===== config.mk =====
export PLATFORM = sky130hd
export DESIGN_NAME = vga_write_arbiter_flat
export DESIGN_NICKNAME = d
export VERILOG_FILES = /design/src/rtl/vga_write_arbiter_pkg.sv /design/src/rtl/vga_write_arbiter_if.sv /design/src/rtl/vga_write_arbiter_rr_pick.sv /design/src/rtl/vga_write_arbiter.sv /design/src/flat_wrapper.sv
export SDC_FILE = /design/constraint.sdc
export NUM_CORES = 1
export LEC_CHECK = 0
export CAP_MARGIN = 20
export CORE_MARGIN = 2
export CORE_UTILIZATION = 37
export CTS_CLUSTER_DIAMETER = 120
export DETAILED_ROUTE_END_ITERATION = 10
export PLACE_DENSITY = 0.84
export SLEW_MARGIN = 10
export SYNTH_ARGS = -nofsm -noshare
export SYNTH_HDL_FRONTEND = slang
export SYNTH_SLANG_ARGS = --single-unit

===== constraint.sdc =====
create_clock -name clock -period 1.4 [get_ports clock]
set_input_delay 0.28 -clock clock [delete_from_list [all_inputs] [get_ports clock]]
set_output_delay 0.28 -clock clock [all_outputs]
set_load 0.005 [all_outputs]

===== src/rtl/vga_write_arbiter_pkg.sv =====
// Shared VGA constants, arbiter state encoding and the pixel payload type.
package vga_pkg;

   localparam int unsigned VGA_XW   = 9;
   localparam int unsigned VGA_YW   = 8;
   localparam int unsigned VGA_CW   = 3;
   localparam int unsigned VGA_XMAX = 320;
   localparam int unsigned VGA_YMAX = 240;
   localparam int unsigned OWNER_W  = 3;

   typedef enum logic {
      IDLE = 1'b0,
      OWN  = 1'b1
   } arb_state_e;

   typedef struct packed {
      logic [VGA_XW-1:0] x;
      logic [VGA_YW-1:0] y;
      logic [VGA_CW-1:0] colour;
   } pixel_t;

endpackage


===== src/rtl/vga_write_arbiter_if.sv =====
// Pixel-producer bundle: NREQ packed request lanes plus the one-hot accept.
interface vga_write_arbiter_if #(
   parameter int unsigned NREQ = 3
);

   logic [NREQ-1:0]                   req_valid;
   logic [NREQ-1:0]                   req_last;
   logic [NREQ*vga_pkg::VGA_XW-1:0]   req_x;
   logic [NREQ*vga_pkg::VGA_YW-1:0]   req_y;
   logic [NREQ*vga_pkg::VGA_CW-1:0]   req_colour;
   logic [NREQ-1:0]                   req_ready;

   modport master (output req_valid, req_last, req_x, req_y, req_colour, input req_ready);
   modport slave  (input req_valid, req_last, req_x, req_y, req_colour, output req_ready);

endinterface


===== src/rtl/vga_write_arbiter_rr_pick.sv =====
// Combinational round-robin picker: first valid index at or after ptr, wrapping.
module rr_pick
   import vga_pkg::*;
#(
   parameter int unsigned NREQ = 3
) (
   input  logic [NREQ-1:0]    valid_i,
   input  logic [OWNER_W-1:0] ptr_i,
   output logic [OWNER_W-1:0] idx_o,
   output logic               any_o
);

   logic [OWNER_W-1:0] hi_idx;
   logic [OWNER_W-1:0] lo_idx;
   logic               hi_any;

   // Lowest valid index overall is the wrap-around fallback.
   always_comb begin
      hi_idx = '0;
      lo_idx = '0;
      hi_any = 1'b0;
      any_o  = 1'b0;
      for (int i = int'(NREQ) - 1; i >= 0; i--) begin
         if (valid_i[i]) begin
            any_o  = 1'b1;
            lo_idx = OWNER_W'(i);
            if (OWNER_W'(i) >= ptr_i) begin
               hi_any = 1'b1;
               hi_idx = OWNER_W'(i);
            end
         end
      end
      idx_o = hi_any ? hi_idx : lo_idx;
   end

endmodule


===== src/rtl/vga_write_arbiter.sv =====
// Round-robin, job-locking arbiter sharing the vga_adapter pixel-write port.
module vga_write_arbiter
   import vga_pkg::*;
#(
   parameter int unsigned NREQ      = 3,
   parameter int unsigned MAX_BURST = 256,
   parameter int unsigned XMAX      = VGA_XMAX,
   parameter int unsigned YMAX      = VGA_YMAX
) (
   input  logic                clock,
   input  logic                resetn,
   vga_write_arbiter_if.slave  req,
   output logic [VGA_XW-1:0]   vga_x,
   output logic [VGA_YW-1:0]   vga_y,
   output logic [VGA_CW-1:0]   vga_colour,
   output logic                vga_plot,
   output logic                busy,
   output logic [OWNER_W-1:0]  owner
);

   localparam int unsigned BW = (MAX_BURST > 1) ? $clog2(MAX_BURST) : 1;

   arb_state_e         state_q, state_d;
   logic [OWNER_W-1:0] owner_q, owner_d;
   logic [OWNER_W-1:0] rr_ptr_q, rr_ptr_d;
   logic [BW-1:0]      burst_q, burst_d;
   pixel_t             pix_q, pix_d;
   logic               plot_q, plot_d;

   logic [OWNER_W-1:0] pick_idx;
   logic               pick_any;
   pixel_t             sel_pix;
   logic               sel_valid;
   logic               sel_last;
   logic [NREQ-1:0]    ready_c;

   rr_pick #(.NREQ(NREQ)) u_pick (
      .valid_i (req.req_valid),
      .ptr_i   (rr_ptr_q),
      .idx_o   (pick_idx),
      .any_o   (pick_any)
   );

   // Route the current owner's lane; non-owners are never looked at.
   always_comb begin
      sel_valid = 1'b0;
      sel_last  = 1'b0;
      sel_pix   = '0;
      for (int unsigned i = 0; i < NREQ; i++) begin
         if (owner_q == OWNER_W'(i)) begin
            sel_valid      = req.req_valid[i];
            sel_last       = req.req_last[i];
            sel_pix.x      = req.req_x[i*VGA_XW +: VGA_XW];
            sel_pix.y      = req.req_y[i*VGA_YW +: VGA_YW];
            sel_pix.colour = req.req_colour[i*VGA_CW +: VGA_CW];
         end
      end
   end

   always_comb begin
      ready_c = '0;
      if (state_q == OWN) begin
         for (int unsigned i = 0; i < NREQ; i++) begin
            ready_c[i] = (owner_q == OWNER_W'(i));
         end
      end
   end

   assign req.req_ready = ready_c;

   // Next state: arbitrate in IDLE, stream the owner's pixels in OWN.
   always_comb begin
      state_d  = state_q;
      owner_d  = owner_q;
      rr_ptr_d = rr_ptr_q;
      burst_d  = burst_q;
      pix_d    = pix_q;
      plot_d   = 1'b0;
      case (state_q)
         IDLE: begin
            if (pick_any) begin
               state_d = OWN;
               owner_d = pick_idx;
            end
         end
         OWN: begin
            if (sel_valid) begin
               pix_d   = sel_pix;
               plot_d  = (32'(sel_pix.x) < XMAX) && (32'(sel_pix.y) < YMAX);
               burst_d = burst_q + BW'(1);
               if (sel_last || (burst_q == BW'(MAX_BURST - 1))) begin
                  state_d  = IDLE;
                  burst_d  = '0;
                  rr_ptr_d = (owner_q == OWNER_W'(NREQ - 1)) ? '0 : owner_q + OWNER_W'(1);
               end
            end
         end
         default: state_d = IDLE;
      endcase
   end

   always_ff @(posedge clock) begin
      if (!resetn) begin
         state_q  <= IDLE;
         owner_q  <= '0;
         rr_ptr_q <= '0;
         burst_q  <= '0;
         pix_q    <= '0;
         plot_q   <= 1'b0;
      end else begin
         state_q  <= state_d;
         owner_q  <= owner_d;
         rr_ptr_q <= rr_ptr_d;
         burst_q  <= burst_d;
         pix_q    <= pix_d;
         plot_q   <= plot_d;
      end
   end

   assign vga_x      = pix_q.x;
   assign vga_y      = pix_q.y;
   assign vga_colour = pix_q.colour;
   assign vga_plot   = plot_q;
   assign busy       = (state_q == OWN);
   assign owner      = owner_q;

endmodule


===== src/flat_wrapper.sv =====
// flat-port wrapper written by rule: the top's interface ports become plain ports
module vga_write_arbiter_flat import vga_pkg::*;
#(
   parameter int unsigned NREQ      = 3,
   parameter int unsigned MAX_BURST = 256,
   parameter int unsigned XMAX      = VGA_XMAX,
   parameter int unsigned YMAX      = VGA_YMAX
)
  (clock, resetn, vga_x, vga_y, vga_colour, vga_plot, busy, owner, req_req_valid, req_req_last, req_req_x, req_req_y, req_req_colour, req_req_ready);
  vga_write_arbiter_if #(.NREQ(NREQ)) req_i ();
  input  logic clock;
  input  logic resetn;
  output logic [VGA_XW-1:0] vga_x;
  output logic [VGA_YW-1:0] vga_y;
  output logic [VGA_CW-1:0] vga_colour;
  output logic vga_plot;
  output logic busy;
  output logic [OWNER_W-1:0] owner;
  input wire logic [$bits(req_i.req_valid)-1:0] req_req_valid;
  input wire logic [$bits(req_i.req_last)-1:0] req_req_last;
  input wire logic [$bits(req_i.req_x)-1:0] req_req_x;
  input wire logic [$bits(req_i.req_y)-1:0] req_req_y;
  input wire logic [$bits(req_i.req_colour)-1:0] req_req_colour;
  output wire logic [$bits(req_i.req_ready)-1:0] req_req_ready;
  assign req_i.req_valid = req_req_valid;
  assign req_i.req_last = req_req_last;
  assign req_i.req_x = req_req_x;
  assign req_i.req_y = req_req_y;
  assign req_i.req_colour = req_req_colour;
  assign req_req_ready = req_i.req_ready;
  vga_write_arbiter #(.NREQ(NREQ), .MAX_BURST(MAX_BURST), .XMAX(XMAX), .YMAX(YMAX)) u_core (.clock(clock), .resetn(resetn), .req(req_i), .vga_x(vga_x), .vga_y(vga_y), .vga_colour(vga_colour), .vga_plot(vga_plot), .busy(busy), .owner(owner));
endmodule

==> results.cfg <==
[sta]
skew_ns = 0.00606
finalSetupViolations = 36
fmax_mhz = 618
fin_crit_ns = 1.62
finalHoldViolCount = 0
period_share = 1.16
rsz0062_at_grt = true
holdWs_ns = 0.507
finalMaxSlewViolations = 0
setup_slack_ns = -0.217

[yosys]
avgSynthCellArea_um2 = 8.32
synth-edff-count = 0
synthArstFlopShare = 0
yosysWarnings = 0
ys.flop_type = dfxtp_1
ys_seq_elements = 35
synthTopCellsByCount = a21oi_1, dfxtp_1, mux2i_1
synth_cell_types = 37
yosysSeqAreaShare = 0.357
ys_top_cells_by_area = dfxtp_1, mux2i_1, a21oi_1
syn_inst = 236
synth_area_leader_cell = dfxtp_1
syn-cell-area_um2 = 1960
synth_top_area_share = 0.357
synth_nets = 305
yosysMostFrequentCell = a21oi_1

[floorplan]
start_util = 0.385
num_io_pins = 96
fp.dieH_um = 76.9
die-area_um2 = 5910
core_area_um2 = 5110
rows = 26
dieWidth_um = 76.9

[layout]
ff_latch_area_um2 = 716
multi_input_area_um2 = 1400
drive_gt1_frac = 0.339
area_growth_pct = 90.1
num_antenna_cells = 0
nets = 446
nFillCells = 380

[clock_tree]
clockRootBuffer = clkbuf_8
clkSinkCount = 35
clk_path_buf_depth = 2
worstSkewPairLatency_ns = 0.29
ctsHoldBuffers = 0
tritoncts = built
numCtsBuffers = 5
htreeDepth = 2
path_clk_slew_ns = 0.07

[global_routing]
overflow = 0
use_met3 = 0.0624
grt_pass1_wl_um = 11600
antenna_found_initial = 0
use_met1 = 0.281
use_met2 = 0.413
grtUsageTotal = 0.240
globalRoute.busiestLayer = met2
grt_max_degree = 26
first_global_vias = 2433

[setup_path]
cp.required_ns = 1.60
crit_path_start_kind = flop
r2r_cells = 7
cp-end-kind = flop
arrival_ns = 1.82
critPathMaxFanout = 6
r2r_slack_ns = -0.22
critPathKind = flop to flop

[pwr]
combPwrFrac = 0.331
ir_drop_mv = 0.393
power.share.switching = 0.291
pwr-share-seq = 0.384
p_per_area_nw_per_um2 = 769
p_int_mw = 2.04
cellLeakagePower_nw = 1.48
power_switching_uw = 837
clkPwrFrac = 0.285

[route]
drt-initial-drc-count = 160
first_pass_iters = 4
drc_errors = 0
avgViaCountPerCell = 5.55
wl_per_cell_um = 17.3
via_count = 2488
wl_um = 7770
drtAntennaViolNets = 0

[placed_design]
place_ws_ns = -0.688
dp_hpwl_um = 5040
gp_congestion = 0.836
io_buffers = 94

[status]
status = complete, but fails checks
failed_checks = setup timing

[min_path]
whs_path_depth = 2
hold_class = flop to flop

[run]
max_cap_viol_count = 0
## routing by layer
metal / routed length (µm) / share of wire / vias up
met4: 212 / 0.027 / 0
met2: 3990 / 0.51 / 112
met1: 3100 / 0.40 / 1182
li1: - / - / 1174
met5: 0 / 0 / -
met3: 474 / 0.061 / 20
## path summary, 6_finish.rpt
kind                      from                 to
max            u_core.owner[0]        u_core.busy
min          u_core.burst_q[5]  u_core.burst_q[5]
max reg2reg    u_core.owner[0]        u_core.busy
min reg2reg  u_core.burst_q[5]  u_core.burst_q[5]
## worst max-delay path: stages (launching register included)
cell	delay, ns
dfxtp_4	0.40
buf_12	0.11
buf_8	0.12
mux2i_2	0.22
a2bb2oi_2	0.23
a211oi_4	0.10
buf_6	0.15
a211oi_2	0.20
## cell type report
cell class,instances,area share
clock buffers,8,0.0268
flip-flops and latches,35,0.192
multi-input cells,174,0.374
repair buffers,156,0.378
inverters,5,0.00637
well taps,70,0.0235
## metrics by stage
step	util	instance area [µm²]	std cells	power, mW	TNS, ns
after floorplan	-	2000	236	1.46	-0.0869
after global placement	0.632	3230	420	1.91	-16.53
after detailed placement	0.632	3230	420	1.94	-18.72
after CTS	0.688	3520	442	2.76	-3.48
after global routing	0.731	3730	448	2.99	-7.10
final	0.731	3730	448	2.87	-4.70
## power by group through the flow
stage	registers [mW]	clock network, mW	logic [mW]
6_report	1.10	0.820	0.950
5_1_grt	1.11	0.862	1.02
4_1_cts	1.10	0.824	0.839
3_5_place_dp	1.12	0	0.813
3_3_place_gp	1.12	0	0.794
2_1_floorplan	1.12	0	0.340
## logic make-up after synthesis
family | after synthesis | synth area share
multiplexers | 24 | 0.122
AND/OR/NAND/NOR | 62 | 0.169
adder cells (fa/ha/maj) | 1 | 0.00637
other | 1 | 0.00191
flip-flops | 35 | 0.357
buffers and inverters | 28 | 0.0630
AO/OA/AOI/OAI | 85 | 0.280
## cells in the final DEF (no fill, tap or decap), drive strengths merged, types with 7 or more instances in the layout
| cell type | instances |
|---|---|
| dfxtp | 35 |
| buf | 65 |
| nor2 | 16 |
| a211oi | 22 |
| a21oi | 37 |
| dlygate4sd2 | 26 |
| clkbuf | 8 |
| mux2i | 24 |
| o2bb2ai | 7 |
| o21ai | 8 |
| nor3 | 17 |
| clkdlybuf4s50 | 64 |
## timing repair
action,CTS,global route
setup endpoints to repair,61,37
gates cloned,1,1
buffers inserted,13,5
gates resized for setup,73,39
pin swaps,7,10
## sequential cells by signal, summed over array words and instances (netlist names)
signal             cells
u_core.busy            1
u_core.rr_ptr_q        3
u_core.vga_x           9
u_core.vga_y           8
u_core.burst_q         8
u_core.vga_plot        1
u_core.vga_colour      3
u_core.owner           2
No activity file was read; power rests on OpenSTA's default activity.
